===== config.mk =====
export PLATFORM = sky130hd
export DESIGN_NAME = svc_soc_io_init
export DESIGN_NICKNAME = d
export VERILOG_FILES = /design/src/rtl/svc_soc_io_init.sv
export SDC_FILE = /design/constraint.sdc
export NUM_CORES = 1
export LEC_CHECK = 0
export CORE_UTILIZATION = 36
export DETAILED_ROUTE_END_ITERATION = 10
export PLACE_DENSITY = 0.8
export SLEW_MARGIN = 20
export SYNTH_ARGS = -nofsm -noshare
export SYNTH_HDL_FRONTEND = slang
export SYNTH_SLANG_ARGS = --single-unit

===== constraint.sdc =====
create_clock -name clk -period 1.7 [get_ports clk]
set_input_delay 0.425 -clock clk [delete_from_list [all_inputs] [get_ports clk]]
set_output_delay 0.425 -clock clk [all_outputs]
set_load 0.01 [all_outputs]

===== src/rtl/svc_soc_io_init.sv =====
// MMIO initiator: turns valid/ready commands into single-cycle SoC I/O bus strobes and returns one response per command.
// Define SVC_SOC_IO_INIT_POLL_EN to enable POLL, which re-reads a register until a masked compare matches or a retry limit expires.
module svc_soc_io_init #(
  parameter int PW = 16
) (
  input  logic          clk,
  input  logic          rst_n,
  input  logic          cmd_valid,
  output logic          cmd_ready,
  input  logic [1:0]    cmd_op,
  input  logic [31:0]   cmd_addr,
  input  logic [31:0]   cmd_data,
  input  logic [31:0]   cmd_mask,
  input  logic [3:0]    cmd_strb,
  input  logic [PW-1:0] cfg_poll_limit,
  output logic          rsp_valid,
  input  logic          rsp_ready,
  output logic [31:0]   rsp_data,
  output logic          rsp_err,
  output logic          io_wen,
  output logic [31:0]   io_waddr,
  output logic [31:0]   io_wdata,
  output logic [3:0]    io_wstrb,
  output logic          io_ren,
  output logic [31:0]   io_raddr,
  input  logic [31:0]   io_rdata,
  output logic          busy
);

  localparam logic [1:0] OP_WRITE = 2'd0;
  localparam logic [1:0] OP_READ  = 2'd1;
  localparam logic [1:0] OP_POLL  = 2'd2;

  typedef enum logic [1:0] {
    ST_IDLE,
    ST_ACCESS,
    ST_GAP,
    ST_RSP
  } state_t;

  state_t      state;
  logic [1:0]  op_q;
  logic [31:0] addr_q;
  logic [31:0] data_q;
  logic [3:0]  strb_q;
  logic        cmd_legal;

`ifdef SVC_SOC_IO_INIT_POLL_EN
  logic [31:0]   mask_q;
  logic [PW-1:0] limit_q;
  logic [PW-1:0] cnt_q;
  logic [PW-1:0] cnt_nxt;
  logic          poll_hit;

  assign cmd_legal = (cmd_op != 2'd3);
  assign cnt_nxt   = cnt_q + PW'(1);
  assign poll_hit  = ((io_rdata ^ data_q) & mask_q) == 32'd0;
`else
  logic unused_poll;

  // Without POLL support, op 2 takes the illegal-op path.
  assign cmd_legal   = (cmd_op == OP_WRITE) || (cmd_op == OP_READ);
  assign unused_poll = ^{cfg_poll_limit, cmd_mask};
`endif

  assign io_waddr = addr_q;
  assign io_raddr = addr_q;
  assign io_wdata = data_q;
  assign io_wstrb = strb_q;

  always_ff @(posedge clk) begin
    if (!rst_n) begin
      state     <= ST_IDLE;
      op_q      <= OP_WRITE;
      addr_q    <= 32'd0;
      data_q    <= 32'd0;
      strb_q    <= 4'd0;
      cmd_ready <= 1'b1;
      busy      <= 1'b0;
      rsp_valid <= 1'b0;
      rsp_data  <= 32'd0;
      rsp_err   <= 1'b0;
      io_wen    <= 1'b0;
      io_ren    <= 1'b0;
`ifdef SVC_SOC_IO_INIT_POLL_EN
      mask_q    <= 32'd0;
      limit_q   <= PW'(1);
      cnt_q     <= '0;
`endif
    end else begin
      case (state)
        ST_IDLE: begin
          if (cmd_valid) begin
            op_q      <= cmd_op;
            addr_q    <= cmd_addr;
            data_q    <= cmd_data;
            strb_q    <= cmd_strb;
            cmd_ready <= 1'b0;
            busy      <= 1'b1;
`ifdef SVC_SOC_IO_INIT_POLL_EN
            mask_q    <= cmd_mask;
            limit_q   <= (cfg_poll_limit == '0) ? PW'(1) : cfg_poll_limit;
            cnt_q     <= '0;
`endif
            if (cmd_legal) begin
              state  <= ST_ACCESS;
              io_wen <= (cmd_op == OP_WRITE);
              io_ren <= (cmd_op != OP_WRITE);
            end else begin
              state     <= ST_RSP;
              rsp_valid <= 1'b1;
              rsp_data  <= 32'd0;
              rsp_err   <= 1'b1;
            end
          end
        end

        ST_ACCESS: begin
          io_wen    <= 1'b0;
          io_ren    <= 1'b0;
          state     <= ST_RSP;
          rsp_valid <= 1'b1;
          rsp_err   <= 1'b0;
          rsp_data  <= (op_q == OP_WRITE) ? 32'd0 : io_rdata;
`ifdef SVC_SOC_IO_INIT_POLL_EN
          // The counter stops at the limit, so it never wraps.
          if (op_q == OP_POLL) begin
            cnt_q <= cnt_nxt;
            if (!poll_hit) begin
              if (cnt_nxt == limit_q) begin
                rsp_err <= 1'b1;
              end else begin
                state     <= ST_GAP;
                rsp_valid <= 1'b0;
              end
            end
          end
`endif
        end

`ifdef SVC_SOC_IO_INIT_POLL_EN
        ST_GAP: begin
          state  <= ST_ACCESS;
          io_ren <= 1'b1;
        end
`endif

        ST_RSP: begin
          if (rsp_ready) begin
            state     <= ST_IDLE;
            rsp_valid <= 1'b0;
            cmd_ready <= 1'b1;
            busy      <= 1'b0;
          end
        end

        default: begin
          state     <= ST_IDLE;
          rsp_valid <= 1'b0;
          cmd_ready <= 1'b1;
          busy      <= 1'b0;
          io_wen    <= 1'b0;
          io_ren    <= 1'b0;
        end
      endcase
    end
  end

endmodule

== Yosys cells after proc, flatten, opt, wreduce, memory -nomap -nowiden ==
Cells that the tools add are included.
Word-level totals
  bits in writable memories: 0
  memory bits (read-only): 0
  logic and storage cells: 57
  latch bits: 0
  bits of input ports: 154
  bits in registers: 110
  memories: 0
  output and inout bits: 138
Cells by class
  magnitude comparators: 0
  add/subtract/negate cells: 0
  eq/ne operators: 7
  $mul: 0
  shift-type cells: 0
  reductions and logical operators: 12
  multiplexer cells: 24
  divide/modulo/power cells: 0
  bitwise logic cells: 2
Operator list (count)
  2-to-1 mux 32 bit: 3
  case mux 32 bit (2 select lines): 1
  AND reduction 3 bit: 4
  2-to-1 mux 1 bit: 10
  case mux 1 bit (3 select lines): 3
  inequality test 2 bit, second input constant: 4
  logical NOT 2 bit: 3
  2-to-1 mux 2 bit: 3
  case mux 1 bit (2 select lines): 3
  case mux 2 bit (3 select lines): 1
  equality test 2 x 1 -> 1 bit, second input constant: 2
  AND reduction 2 bit: 2
  nonzero test 2 bit: 2
  equality test 2 bit, second input constant: 1
  NOT 1 bit: 2
  logical OR 1 bit: 1

== Logic depth before layout (Yosys ltp) ==
Gate-level depths: netlist of run 1.
  depth after elaboration: 5
  gate-level depth with buffers: 5
  depth with buffers taken out: 3

== Least setup slack after synthesis of run 1 ==
Ideal clock, no wire load.
  path type: input -> register
  from: input port cmd_valid
  to: register data_q[0], in the netlist io_wdata[0]
  slack: 0.393 ns
  stages on the path: 5
  library setup time: 0.118 ns
  buffers on the path: 2
  required time: 1.582 ns
  arrival: 1.189 ns
  cell sequence: or3b_1 > buf_4 > clkbuf_8 > nand2_1 > a21boi_2
Between the ends
  word-level cells in the longest chain between the ends: 1
RTL lines
  from (decl): line 8  | input logic cmd_valid,
  AND reduction 2 bit (no line)
  to (signal assigned): line 96  | data_q <= cmd_data;
  to (decl): line 44  | logic [31:0] data_q;
No other way between the ends.
A chain may end at the register's enable or synchronous reset.

== Worst setup path after layout of run 1 ==
  from: register addr_q[19], in the netlist io_raddr[19]
  to: output port io_raddr[19]
RTL lines
  from (decl): line 43  | logic [31:0] addr_q;
  from (signal assigned): line 95  | addr_q <= cmd_addr;
  to (decl): line 25  | output logic [31:0] io_raddr,
No word-level cell between the ends.

==> results of run 1 <==
-- state kept, by name, indices dropped and copies added, names as in the netlist --
name / cells
io_raddr: 32
io_wdata: 32
rsp_data: 32
io_wstrb: 4
op_q: 2
state: 2
busy: 1
cmd_ready: 1
io_ren: 1
io_wen: 1
rsp_err: 1
rsp_valid: 1
-- cells by family (layout without fill, tap and decap cells) --
logic type	Yosys count	after routing	share of synthesized area, %
simple gates	156	156	13.9
buf+inv	67	274	11.3
mux	1	1	0.222
compound gates	117	117	25.8
flops	110	110	48.8
-- power groups by stage --
stage,clock network [mW],registers [mW],logic [mW]
finish,1.87,2.81,1.24
global route,2.02,2.83,1.33
CTS,1.93,2.81,1.26
detailed placement,0,2.87,1.27
global placement,0,2.86,1.24
floorplan,0,2.93,0.584
-- final cells by class --
| cell class | count | share of cell area, % |
|---|---|---|
| timing repair buffer | 256 | 37.5 |
| sequential | 110 | 30.7 |
| multi-input combinational | 274 | 25.1 |
| clock buffer | 10 | 3.19 |
| tap | 168 | 2.93 |
| clock inverter | 5 | 0.384 |
| inverter | 3 | 0.157 |
-- how the worst max path moves through the flow --
stage,from,endpoint,depth (start not counted)
3_3_place_gp,cmd_valid,io_raddr[4],5
2_1_floorplan,cmd_valid,io_wdata[0],5
4_1_cts,io_raddr[6],io_waddr[6],1
5_1_grt,io_raddr[17],io_raddr[17],1
6_report,io_raddr[19],io_raddr[19],1
3_5_place_dp,cmd_valid,io_wdata[10],6
-- layer usage --
metal,share of wire [%],routed length [um],vias up
met2,49,5720,169
met1,40,4690,1742
met5,0,0,-
met4,1.4,162,0
li1,-,-,1870
met3,9.4,1090,11
-- repair_timing --
item,CTS,global route
endpoints found under the setup margin,11,52
gates resized for setup,10,47
hold buffers,0,0
-- Yosys cell counts, drive strengths merged, types with 2 or more instances --
master	instances
o21ai	6
inv	3
clkbuf	9
a22o	32
nor2	4
nand4	2
o21a	2
buf	55
a21boi	70
dfxtp	110
nand2	141
a21oi	3
-- worst reg2reg max path, stage by stage, from the launching register on --
cell and delay, ns:
dfxtp_1 0.31, or3b_2 0.54, buf_12 0.20, nand2_1 0.13, a21boi_2 0.07
==> reports/metrics.csv, run 1 <==
metric,value,unit
mostFrequentLayoutCells,"clkdlybuf4s50_1, nand2_1, dfxtp_1, a21boi_2, dlymetal6s2s_1",
reg2regPathDepth,4,
relSlewSlack,74.4,%
critical_path.cell_chain,clkdlybuf4s50_1,
netSwitchingFraction,25.4,%
path_clk_slew,0.07,ns
p_per_area,824,nW/um^2
antenna_found_initial,0,
gr-usage-all-layers,17.5,%
crit_buf_inv,1,
drt-total-wl,11.7,mm
die_w,114,um
use_met1,19.8,%
htree_levels,3,
drive_above_1_share,15.2,%
nNetsFinal,808,
die_h,114,um
hpwlAfterDp,8.51,mm
regArea,2200,um^2
layout_commonest_cell,clkdlybuf4s50_1,
antenna_cells,0,
utilization,59.3,%
firstDrtPassIters,4,
multi_input_area,1800,um^2
period_needed,1.67,ns
drt_iter0_drc,130,
place_inst,811,
synthCells,451,
cts_root_buf,clkbuf_16,
numPortBuffers,243,
cts_num_sinks,110,
vias_per_cell,4.59,
start_util,37.3,%
finalSetupViolCount,0,
maxCapViolCount,0,
numCtsBuffers,9,
synthFlopType,dfxtp_1,
status,completed,
finalSetupTns,0,ns
grt_max_degree,49,
min_to,io_wdata[4],
synth_largest_area_cell,dfxtp_1,
num_vias,3792,
critical-path-top-delay-family,buffers and inverters,
hold_viol_final,0,
critical_path_class,flop to primary output,
busiest_layer,met2,
stdcell_count,826,
min_from,io_wdata[4],
hold_path_class,flop to flop,
clockPowerShare,31.6,%
fmax,599,MHz
ir_worst_vdd,0.441,mV
crit_path_max_fanout,3,
worstReg2RegEnd,io_raddr[23],
ctsLongestPathBuffers,2,
synth_seq_cells,110,
drc_errors,0,
r2r_slack,0.35,ns
cellLeakagePower,3.37,nW
synth-edff-count,0,
postSynth.asyncResetShare,0,%
core_area,12100,um^2
worstPathRequired,1.27,ns
grt_use_met3,5.53,%
hold_slack,0.463,ns
synth_fp_nets,605,
clock-skew-final,0.00679,ns
synth_top_area_share,48.8,%
overflow,0,
maxSlewViolCount,0,
cp-end-kind,primary output,
io_pins,292,
seqPwrFrac,47.5,%
worst_pin_slew,0.384,ns
crit_arrival,1.24,ns
syn2layout_area_growth,59.0,%
met2_usage,30.8,%
yosys-top-cells-area,"dfxtp_1, a21boi_2, nand2_1, a22o_1, buf_4",
pre_cts_slack,-0.265,ns
wl_per_cell,14.1,um
gp_routability_congestion,0.726,
fin_ws,0.0317,ns
power_frac_comb,20.9,%
die-area,13000,um^2
critical_path.max_stage_delay,0.56,ns
finalPower,5.92,mW
yosysSeqAreaShare,48.8,%
avgSynthCellArea,10.0,um^2
min_path_cells,2,
final_area,7180,um^2
grt_pass1_vias,3781,
critPathLaunchType,flop,
reg2reg_from,state[1],
internal_power,4.41,mW
grt_pass1_wl,18.1,mm
ys_warn_count,0,
cts_setup_buffers,0,
cts_tree,done,
cp_slowest_cell,clkdlybuf4s50_1,
nFillCells,1018,
syn_area,4510,um^2
p_sw,1.50,mW
clkLatencyLatePin,0.34,ns
fin_crit_sh,98.1,%
rows,40,
post_dp_cell_area,6810,um^2
synth_cell_types,29,
ant_nets,0,
(Power assumes the default switching activity.)
==> run 2, diff against run 1 <==
--- a/config.mk
+++ b/config.mk
@@ -7,6 +7,7 @@
 export LEC_CHECK = 0
 export CORE_UTILIZATION = 36
 export DETAILED_ROUTE_END_ITERATION = 10
+export HOLD_SLACK_MARGIN = 0.12
 export PLACE_DENSITY = 0.8
 export SLEW_MARGIN = 20
 export SYNTH_ARGS = -nofsm -noshare
==> results of run 2 <==
Final layout, timing and power as in run 1 (identical DEF).
==> run 3, diff against run 2 <==
--- a/config.mk
+++ b/config.mk
@@ -5,6 +5,7 @@
 export SDC_FILE = /design/constraint.sdc
 export NUM_CORES = 1
 export LEC_CHECK = 0
+export CORE_MARGIN = 2
 export CORE_UTILIZATION = 36
 export DETAILED_ROUTE_END_ITERATION = 10
 export HOLD_SLACK_MARGIN = 0.12
==> run 3 against run 2 <==
Net effect:
- sequential share of layout area is 0.064 points lower
- worst setup slack improved by 0.0034 ns
- final cell count decreased by 0.12%
- via count grew 0.95%
- core utilization rose by 0.12 points
- critical path depth unchanged
- wire length increased by 4.2%
- first-iteration DRC count is 12% higher
- total power up 0.27%
- clock skew is 0.0010 ns lower
- sequential cell count did not move
==> reports/metrics.csv, run 3 (synthesized netlist as in run 1, its figures left out) <==
metric,value,unit
status,completed,
power_frac_comb,20.7,%
internal_power,4.44,mW
ir_worst_vdd,0.394,mV
critical_path.cell_chain,clkdlybuf4s50_1,
critical_path_class,flop to primary output,
top_layer,met4,
numCtsBuffers,9,
ctsResizeCount,13,
period_needed,1.66,ns
core_area,12100,um^2
min_path_cells,2,
start_util,37.3,%
hpwlAfterDp,8.81,mm
wl_met2,6.06,mm
grt_pass1_vias,3685,
cts_num_sinks,110,
gp_routability_congestion,0.745,
vias_per_cell,4.64,
overflow,0,
num_vias,3828,
wl_met1,4.86,mm
maxSlewViolCount,0,
crit_arrival,1.24,ns
worstReg2RegEnd,rsp_data[2],
die-area,13500,um^2
numPortBuffers,243,
nNetsFinal,808,
worstPathRequired,1.27,ns
wl_per_cell,14.7,um
layout_commonest_cell,clkdlybuf4s50_1,
mostFrequentLayoutCells,"clkdlybuf4s50_1, nand2_1, dfxtp_1, a21boi_2, dlymetal6s2s_1",
antenna_cells,0,
worst-path-stages,1,
finalPower,5.93,mW
grt_pass1_wl,18.1,mm
r2r_slack,0.24,ns
worst_pin_slew,0.351,ns
drt-total-wl,12.2,mm
path_clk_slew,0.07,ns
min_from,io_wdata[9],
hold_slack,0.462,ns
gr-usage-all-layers,17.2,%
crit_buf_inv,1,
syn2layout_area_growth,59.3,%
netSwitchingFraction,25.1,%
ctsLongestPathBuffers,2,
antenna_found_initial,0,
critPathLaunchType,flop,
critical_path.max_stage_delay,0.55,ns
reg2regPathDepth,4,
hold_path_class,flop to flop,
finalSetupViolCount,0,
crit_path_max_fanout,2,
relSlewSlack,76.6,%
io_pins,292,
htree_levels,3,
maxCapViolCount,0,
cts_root_buf,clkbuf_16,
firstDrtPassIters,4,
fin_crit_sh,97.9,%
clock-skew-final,0.00575,ns
hold_buffers,0,
seqPwrFrac,47.4,%
ant_nets,0,
drive_above_1_share,14.9,%
clkLatencyLatePin,0.34,ns
cp-end-kind,primary output,
critical-path-top-delay-family,buffers and inverters,
p_sw,1.49,mW
cts_tree,done,
rows,40,
die_h,116,um
cts_setup_buffers,0,
die_w,116,um
drt_iter0_drc,146,
fmax,601,MHz
cp_slowest_cell,clkdlybuf4s50_1,
reg2reg_from,state[0],
p_per_area,825,nW/um^2
clockPowerShare,31.9,%
drc_errors,0,
cellLeakagePower,3.61,nW
grt_max_degree,71,
min_to,io_wdata[9],
hold_viol_final,0,
dr_wl_met3,1.08,mm
run 3: cell types whose count changed in the layout (fill, tap and decap cells not counted), sizes merged:
cell           delta
dlygate4sd2       +3
clkinvlp          -1
dlymetal6s2s     +14
clkbuf            +2
clkdlybuf4s50    -17
clkinv            -2
run 3: how the worst max path moves through the flow:
stage	start	endpoint	slack [ns]
after floorplan	cmd_valid	io_wdata[0]	0.39
after global placement	cmd_valid	io_wdata[1]	-0.21
after detailed placement	cmd_valid	io_raddr[0]	-0.24
after CTS	io_raddr[15]	io_raddr[15]	0.0004
after global routing	io_raddr[0]	io_raddr[0]	-0.004
final	rsp_data[11]	rsp_data[11]	0.04
run 3: routing by layer:
layer | GRT usage [%] | up-vias
met5 | 0 | -
li1 | - | 1872
met2 | 30.4 | 168
met1 | 19.6 | 1776
met4 | 6.19 | 0
met3 | 5.28 | 12
run 3: final cells by class:
cell class / count / area, um^2
multi-input cells: 274 / 1800
repair buffers: 256 / 2710
well taps: 168 / 210
clock buffers: 12 / 246
fillers: 976 / 4920
flip-flops and latches: 110 / 2200
inverters: 3 / 11.3
clock inverters: 2 / 10.0
run 3: power groups by stage:
stage          sequential, mW  clock, mW  combinational (mW)
2_1_floorplan            2.93          0               0.584
3_3_place_gp             2.87          0                1.24
3_5_place_dp             2.88          0                1.27
4_1_cts                  2.82       1.96                1.26
5_1_grt                  2.83       2.04                1.33
6_report                 2.81       1.89                1.23
run 3: worst reg2reg max path: stages, from the launching register on:
cell and delay [ns]:
dfxtp_1 0.48, buf_4 0.20, o2111a_1 0.19, buf_4 0.32
a22o_1 0.22
run 3: stage by stage:
| step | setup WS [ns] | TNS (ns) | util (%) | cells | area (um^2) |
|---|---|---|---|---|---|
| after CTS | 0.000358 | 0 | 58.1 | 825 | 7040 |
| after global routing | -0.00402 | -0.00773 | 59.4 | 825 | 7190 |
| final | 0.0351 | 0 | 59.4 | 825 | 7190 |
| after floorplan | 0.393 | 0 | - | 451 | 4510 |
| after detailed placement | -0.243 | -19.40 | 56.2 | 811 | 6800 |
| after global placement | -0.206 | -16.93 | 56.2 | 811 | 6800 |
